`src/rtl/imem_loadable_if.sv`:
```
// Program-load and fetch request/response bundle for imem_loadable.
// The master side (core or loader) drives the requests; the slave side (memory) drives the responses.
interface imem_loadable_if #(
    parameter int unsigned DATA_W = 32,
    parameter int unsigned ADDR_W = 5
);
    logic              prog_en;
    logic [ADDR_W:0]   prog_addr;
    logic [DATA_W-1:0] prog_data;
    logic              prog_done;
    logic [ADDR_W:0]   loaded_count;
    logic              running;

    logic              fetch_valid;
    logic [31:0]       fetch_addr;
    logic              fetch_ready;
    logic              instr_valid;
    logic              instr_ready;
    logic [DATA_W-1:0] instr;
    logic [31:0]       instr_pc;
    logic              instr_fault;

    modport master (
        output prog_en, prog_addr, prog_data, prog_done,
        output fetch_valid, fetch_addr, instr_ready,
        input  loaded_count, running, fetch_ready,
        input  instr_valid, instr, instr_pc, instr_fault
    );

    modport slave (
        input  prog_en, prog_addr, prog_data, prog_done,
        input  fetch_valid, fetch_addr, instr_ready,
        output loaded_count, running, fetch_ready,
        output instr_valid, instr, instr_pc, instr_fault
    );
endinterface

```
`src/rtl/imem_loadable.sv`:
```
// Loadable instruction memory: a LOAD phase fills the array, then RUN serves fetches
// with a one-entry registered response that carries a fault flag.
module imem_loadable #(
    parameter int unsigned      DEPTH    = 32,
    parameter int unsigned      DATA_W   = 32,
    parameter int unsigned      ADDR_W   = $clog2(DEPTH),
    parameter logic [DATA_W-1:0] NOP_WORD = DATA_W'(32'h00000000)
) (
    input logic            clk,
    input logic            rst,
    imem_loadable_if.slave bus
);

    localparam int unsigned      CNT_W       = ADDR_W + 1;
    localparam logic [CNT_W-1:0] DEPTH_CNT   = CNT_W'(DEPTH);
    localparam logic [29:0]      DEPTH_WORDS = 30'(DEPTH);

    typedef enum logic {
        ST_LOAD = 1'b0,
        ST_RUN  = 1'b1
    } state_e;

    state_e            state_q, state_d;
    logic [CNT_W-1:0]  loaded_count_q, loaded_count_d;
    logic              instr_valid_q, instr_valid_d;
    logic [DATA_W-1:0] instr_q, instr_d;
    logic [31:0]       instr_pc_q, instr_pc_d;
    logic              instr_fault_q, instr_fault_d;

    // Not reset: the program survives rst and is re-used after the next prog_done.
    logic [DATA_W-1:0] mem_q [DEPTH];

    logic              running_c;
    logic              wr_en_c;
    logic              fault_c;
    logic              fetch_ready_c;
    logic              accept_c;
    logic [ADDR_W-1:0] rd_idx_c;

    always_comb begin
        running_c     = (state_q == ST_RUN);
        wr_en_c       = !running_c && bus.prog_en && (bus.prog_addr < DEPTH_CNT);
        fault_c       = (bus.fetch_addr[1:0] != 2'b00) || (bus.fetch_addr[31:2] >= DEPTH_WORDS);
        rd_idx_c      = bus.fetch_addr[ADDR_W+1:2];
        fetch_ready_c = running_c && (!instr_valid_q || bus.instr_ready);
        accept_c      = bus.fetch_valid && fetch_ready_c;
    end

    // Next-state for the phase FSM, the program counter of accepted writes and the response slot.
    always_comb begin
        state_d        = state_q;
        loaded_count_d = loaded_count_q;
        instr_valid_d  = instr_valid_q;
        instr_d        = instr_q;
        instr_pc_d     = instr_pc_q;
        instr_fault_d  = instr_fault_q;

        if (state_q == ST_LOAD && bus.prog_done) begin
            state_d = ST_RUN;
        end

        if (wr_en_c && (loaded_count_q != DEPTH_CNT)) begin
            loaded_count_d = loaded_count_q + CNT_W'(1);
        end

        if (accept_c) begin
            instr_valid_d = 1'b1;
            instr_pc_d    = bus.fetch_addr;
            instr_fault_d = fault_c;
            if (fault_c) begin
                instr_d = NOP_WORD;
            end else begin
                instr_d = mem_q[rd_idx_c];
            end
        end else if (instr_valid_q && bus.instr_ready) begin
            instr_valid_d = 1'b0;
        end
    end

    always_ff @(posedge clk or posedge rst) begin
        if (rst) begin
            state_q        <= ST_LOAD;
            loaded_count_q <= '0;
            instr_valid_q  <= 1'b0;
            instr_q        <= '0;
            instr_pc_q     <= '0;
            instr_fault_q  <= 1'b0;
        end else begin
            state_q        <= state_d;
            loaded_count_q <= loaded_count_d;
            instr_valid_q  <= instr_valid_d;
            instr_q        <= instr_d;
            instr_pc_q     <= instr_pc_d;
            instr_fault_q  <= instr_fault_d;
        end
    end

    always_ff @(posedge clk) begin
        if (wr_en_c) begin
            mem_q[bus.prog_addr[ADDR_W-1:0]] <= bus.prog_data;
        end
    end

    assign bus.running      = running_c;
    assign bus.loaded_count = loaded_count_q;
    assign bus.fetch_ready  = fetch_ready_c;
    assign bus.instr_valid  = instr_valid_q;
    assign bus.instr        = instr_q;
    assign bus.instr_pc     = instr_pc_q;
    assign bus.instr_fault  = instr_fault_q;

endmodule

```
`src/flat_wrapper.sv`:
```
// flat-port wrapper written by rule: the top's interface ports become plain ports
module imem_loadable_flat 
#(
    parameter int unsigned      DEPTH    = 32,
    parameter int unsigned      DATA_W   = 32,
    parameter int unsigned      ADDR_W   = $clog2(DEPTH),
    parameter logic [DATA_W-1:0] NOP_WORD = DATA_W'(32'h00000000)
)
  (clk, rst, bus_prog_en, bus_prog_addr, bus_prog_data, bus_prog_done, bus_fetch_valid, bus_fetch_addr, bus_instr_ready, bus_loaded_count, bus_running, bus_fetch_ready, bus_instr_valid, bus_instr, bus_instr_pc, bus_instr_fault);
  imem_loadable_if #(.DATA_W(DATA_W), .ADDR_W(ADDR_W)) bus_i ();
  input logic clk;
  input logic rst;
  input wire logic [$bits(bus_i.prog_en)-1:0] bus_prog_en;
  input wire logic [$bits(bus_i.prog_addr)-1:0] bus_prog_addr;
  input wire logic [$bits(bus_i.prog_data)-1:0] bus_prog_data;
  input wire logic [$bits(bus_i.prog_done)-1:0] bus_prog_done;
  input wire logic [$bits(bus_i.fetch_valid)-1:0] bus_fetch_valid;
  input wire logic [$bits(bus_i.fetch_addr)-1:0] bus_fetch_addr;
  input wire logic [$bits(bus_i.instr_ready)-1:0] bus_instr_ready;
  output wire logic [$bits(bus_i.loaded_count)-1:0] bus_loaded_count;
  output wire logic [$bits(bus_i.running)-1:0] bus_running;
  output wire logic [$bits(bus_i.fetch_ready)-1:0] bus_fetch_ready;
  output wire logic [$bits(bus_i.instr_valid)-1:0] bus_instr_valid;
  output wire logic [$bits(bus_i.instr)-1:0] bus_instr;
  output wire logic [$bits(bus_i.instr_pc)-1:0] bus_instr_pc;
  output wire logic [$bits(bus_i.instr_fault)-1:0] bus_instr_fault;
  assign bus_i.prog_en = bus_prog_en;
  assign bus_i.prog_addr = bus_prog_addr;
  assign bus_i.prog_data = bus_prog_data;
  assign bus_i.prog_done = bus_prog_done;
  assign bus_i.fetch_valid = bus_fetch_valid;
  assign bus_i.fetch_addr = bus_fetch_addr;
  assign bus_i.instr_ready = bus_instr_ready;
  assign bus_loaded_count = bus_i.loaded_count;
  assign bus_running = bus_i.running;
  assign bus_fetch_ready = bus_i.fetch_ready;
  assign bus_instr_valid = bus_i.instr_valid;
  assign bus_instr = bus_i.instr;
  assign bus_instr_pc = bus_i.instr_pc;
  assign bus_instr_fault = bus_i.instr_fault;
  imem_loadable #(.DEPTH(DEPTH), .DATA_W(DATA_W), .ADDR_W(ADDR_W), .NOP_WORD(NOP_WORD)) u_core (.clk(clk), .rst(rst), .bus(bus_i));
endmodule
```
`config.mk`:
```
export PLATFORM = sky130hd
export DESIGN_NAME = imem_loadable_flat
export DESIGN_NICKNAME = d
export VERILOG_FILES = /design/src/rtl/imem_loadable_if.sv /design/src/rtl/imem_loadable.sv /design/src/flat_wrapper.sv
export SDC_FILE = /design/constraint.sdc
export NUM_CORES = 1
export LEC_CHECK = 0
export BUFFER_PORTS_ARGS = -buffer_cell sky130_fd_sc_hd__buf_2
export CELL_PAD_IN_SITES_DETAIL_PLACEMENT = 2
export CELL_PAD_IN_SITES_GLOBAL_PLACEMENT = 2
export CORE_AREA = 2 2 289 291
export CTS_BUF_LIST = sky130_fd_sc_hd__clkbuf_16
export CTS_CLUSTER_DIAMETER = 120
export DETAILED_ROUTE_END_ITERATION = 10
export DIE_AREA = 0 0 291 293
export GPL_ROUTABILITY_DRIVEN = 0
export PLACE_DENSITY = 0.91
export SLEW_MARGIN = 20
export SYNTH_ARGS = -nofsm -noshare
export SYNTH_HDL_FRONTEND = slang
export SYNTH_SLANG_ARGS = --single-unit
```
`constraint.sdc`:
```
create_clock -name clk -period 6.75 [get_ports clk]
set_input_delay 0.675 -clock clk [delete_from_list [all_inputs] [get_ports clk]]
set_output_delay 0.675 -clock clk [all_outputs]
set_load 0.02 [all_outputs]
```
==> flow_summary.yaml <==
global_route:
  grt_max_degree: 89
  grt_remaining_overflow: 0
  grt_pass1_vias: 25300
  antenna_found_initial: 15
  grt_pass1_wl_mm: 224
  grt.total_usage_pct: 38.5
routing:
  drt_pre_antenna_iters: 6
  final_antenna_net_count: 0
  wl_mm: 172
  vias: 25900
  drt-initial-drc-count: 4871
  vias_per_cell: 7.41
  wire_per_inst_um: 49.1
  drc: 0
yosys:
  synth_edf_count: 1024
  synth_fa_ha_area_share_pct: 0.0591
  yosys-top-cells-area: "edfxtp_1 (73%), mux4_2 (9.2%), mux2i_1 (4.7%)"
  synth_top_family_by_area: "multiplexers"
  synth-xor-area-share_pct: 0.103
  synth_top_area_share_pct: 72.6
  muxShareOfSynthArea_pct: 13.9
  synth.distinct_cells: 44
  syn_nets: 2217
  synthSimpleGateAreaFrac_pct: 2.92
  ys_warn_count: 0
  synth_top_area_cell: "edfxtp_1"
  yosysSeqAreaShare_pct: 77.0
  syn_area_mm2: 0.0423
  ys_ff_latch: 1097
  synth.avg_cell_area_um2: 19.8
  synthFlopType: "edfxtp_1"
  synthArstFlopShare_pct: 6.65
  syn_inst: 2139
  synth_compound_area_share_pct: 4.23
worst_setup_path:
  r2r_slack_ps: 3340
  critical_path_required_ps: 7290
  cp-end-kind: "flop"
  reg2regPathDepth: 3
  crit_arrival_ps: 4070
  cp-start-kind: "input port"
  cp_max_fo: 70
  worst_r2r_endpoint: "u_core.mem_q[19][21]"
  r2r_start: "u_core.bus.running"
  critical_path_class: "input port to flop"
sta:
  fin_tns_setup_ps: 0
  whs_ps: 35.9
  worst_slew_pin_slew_ps: 1260
  fin_skew_ps: 30.4
  min_period_ps: 3530
  max_freq_mhz: 283
  maxSlewHeadroom_pct: 16.3
  hold_viol: 0
  maxSlewViolCount: 0
  min_period_over_period_pct: 52.3
  setup_viol: 0
  rsz0062_at_grt: "no"
floorplan:
  core_area_mm2: 0.0818
  top_level_ports: 150
  die-area_mm2: 0.0853
  initial_core_util_pct: 51.7
  die_w_um: 291
  std_cell_rows: 105
  die_h_um: 293
final_layout:
  drive_gt1_share_pct: 23.7
  nets: 2403
  area_growth_pct: 14.4
cts:
  postCtsSetupBuffers: 0
  ctsHtreeMaxLevel: 3
  cts_root_buffer: "clkbuf_16"
  cts.sinks: 1097
  numCtsBuffers: 111
  post_cts_resized: 0
  ctsHoldBuffers: 0
  cts_buffer_depth: 3
  path_clk_slew_ps: 60
  cts_tree: "done"
  clkLatencyLatePin_ps: 710
placement:
  portBuffers: 149
  dp.final_hpwl_mm: 91.7
power_and_ir_drop:
  powerDensity_mw_per_mm2: 303
  p_leak_nw: 16.4
  fin_total_pwr_mw: 14.7
  ir_drop_v: 0.000258
status:
  status: "finished, final reports clean"
min_path:
  min_path_type: "input port to async pin"
flow_run:
  maxCapViolations: 0
==> power breakdown <==
group | switching, mW | total [mW] | internal (mW)
sequential | 0.0218 | 7.48 | 7.46
clock | 2.95 | 6.35 | 3.40
combinational | 0.636 | 0.862 | 0.226
==> cell families after synthesis <==
family	count (synthesis)
buf+inv	133
compound gates	253
xor+xnor	5
simple gates	277
flops	1097
fa+ha+maj	2
mux	372
==> worst max-delay path by stage <==
| stage | startpoint | endpoint | slack (ps) | depth (start not counted) |
|---|---|---|---|---|
| final | bus_fetch_addr[2] | u_core.bus.instr[11] | 3220 | 7 |
| after global routing | bus_fetch_addr[2] | u_core.bus.instr[11] | 3020 | 7 |
| after CTS | u_core.bus.running | u_core.mem_q[31][21] | 2750 | 3 |
| after detailed placement | bus_prog_addr[5] | u_core.mem_q[30][11] | 2570 | 4 |
| after global placement | bus_fetch_addr[3] | u_core.bus.instr[20] | 2790 | 6 |
| after floorplan | bus_prog_addr[5] | u_core.mem_q[12][0] | 3340 | 4 |
==> area by class of cell <==
class / instances / area [um2]
fillers: 6573 / 33400
flip-flops and latches: 1097 / 32600
multi-input cells: 909 / 9270
clock buffers: 116 / 2900
repair buffers: 200 / 1670
well taps: 1070 / 1340
clock inverters: 94 / 622
inverters: 6 / 25.0
diodes: 4 / 10.0
==> cell usage after synthesis, types with 23 or more instances <==
cell      count
a22oi_1      45
buf_2        28
buf_6        23
clkbuf_1     55
dfrtp_1      73
edfxtp_1   1024
mux2i_1     198
mux4_2      173
nand2_1     160
nand3_1      42
nor2_1       37
o21ai_0      28
o21ai_1      32
o22ai_1      51
==> through the flow <==
stage	util, %	cell area (um2)	std cells	setup slack, ps
3_3_place_gp	53.9	44100	3248	2790
4_1_cts	58.2	47600	3459	2750
2_1_floorplan	-	42300	2139	3340
3_5_place_dp	53.9	44100	3249	2570
5_1_grt	59.1	48400	3492	3020
6_report	59.2	48400	3496	3220
==> critical path: stages <==
cell and delay (ps):
buf_8 610, buf_4 660, buf_4 690, mux2i_1 630
o221ai_1 240, o2111ai_1 300, nand3_1 160
==> placed cells by master, fill, tap and decap left out, types with 6 or more instances in the layout <==
cell	n
edfxtp_1	1024
a211oi_1	13
a21boi_0	13
mux2i_1	198
o21ai_0	28
a22oi_1	45
buf_12	21
a211o_1	19
o221ai_1	19
buf_16	12
bufinv_16	8
nor4_1	8
nand3_1	41
nand2_1	159
nand3b_1	6
o21ai_1	32
dfrtp_1	73
buf_4	18
inv_1	39
clkbuf_16	116
o2111ai_1	19
clkinv_2	18
a32o_1	13
mux4_2	173
nor2_4	32
buf_2	145
clkinv_1	26
o22ai_1	51
==> layer usage <==
layer / part of all wire, % / routed length, um / GRT usage, %
met1: 37 / 64000 / 54.6
met2: 46 / 79100 / 58.8
met3: 12 / 20600 / 8.56
met4: 4.6 / 7870 / 15.5
met5: 0.016 / 27 / 0
==> sequential cells by signal (all words and copies together), names as in the netlist <==
register	flops
u_core.bus.instr_fault	1
u_core.bus.loaded_count	6
u_core.bus.instr_pc	32
u_core.bus.running	1
u_core.mem_q	1024
u_core.bus.instr_valid	1
u_core.bus.instr	32
No activity file was read; power rests on OpenSTA's default activity.
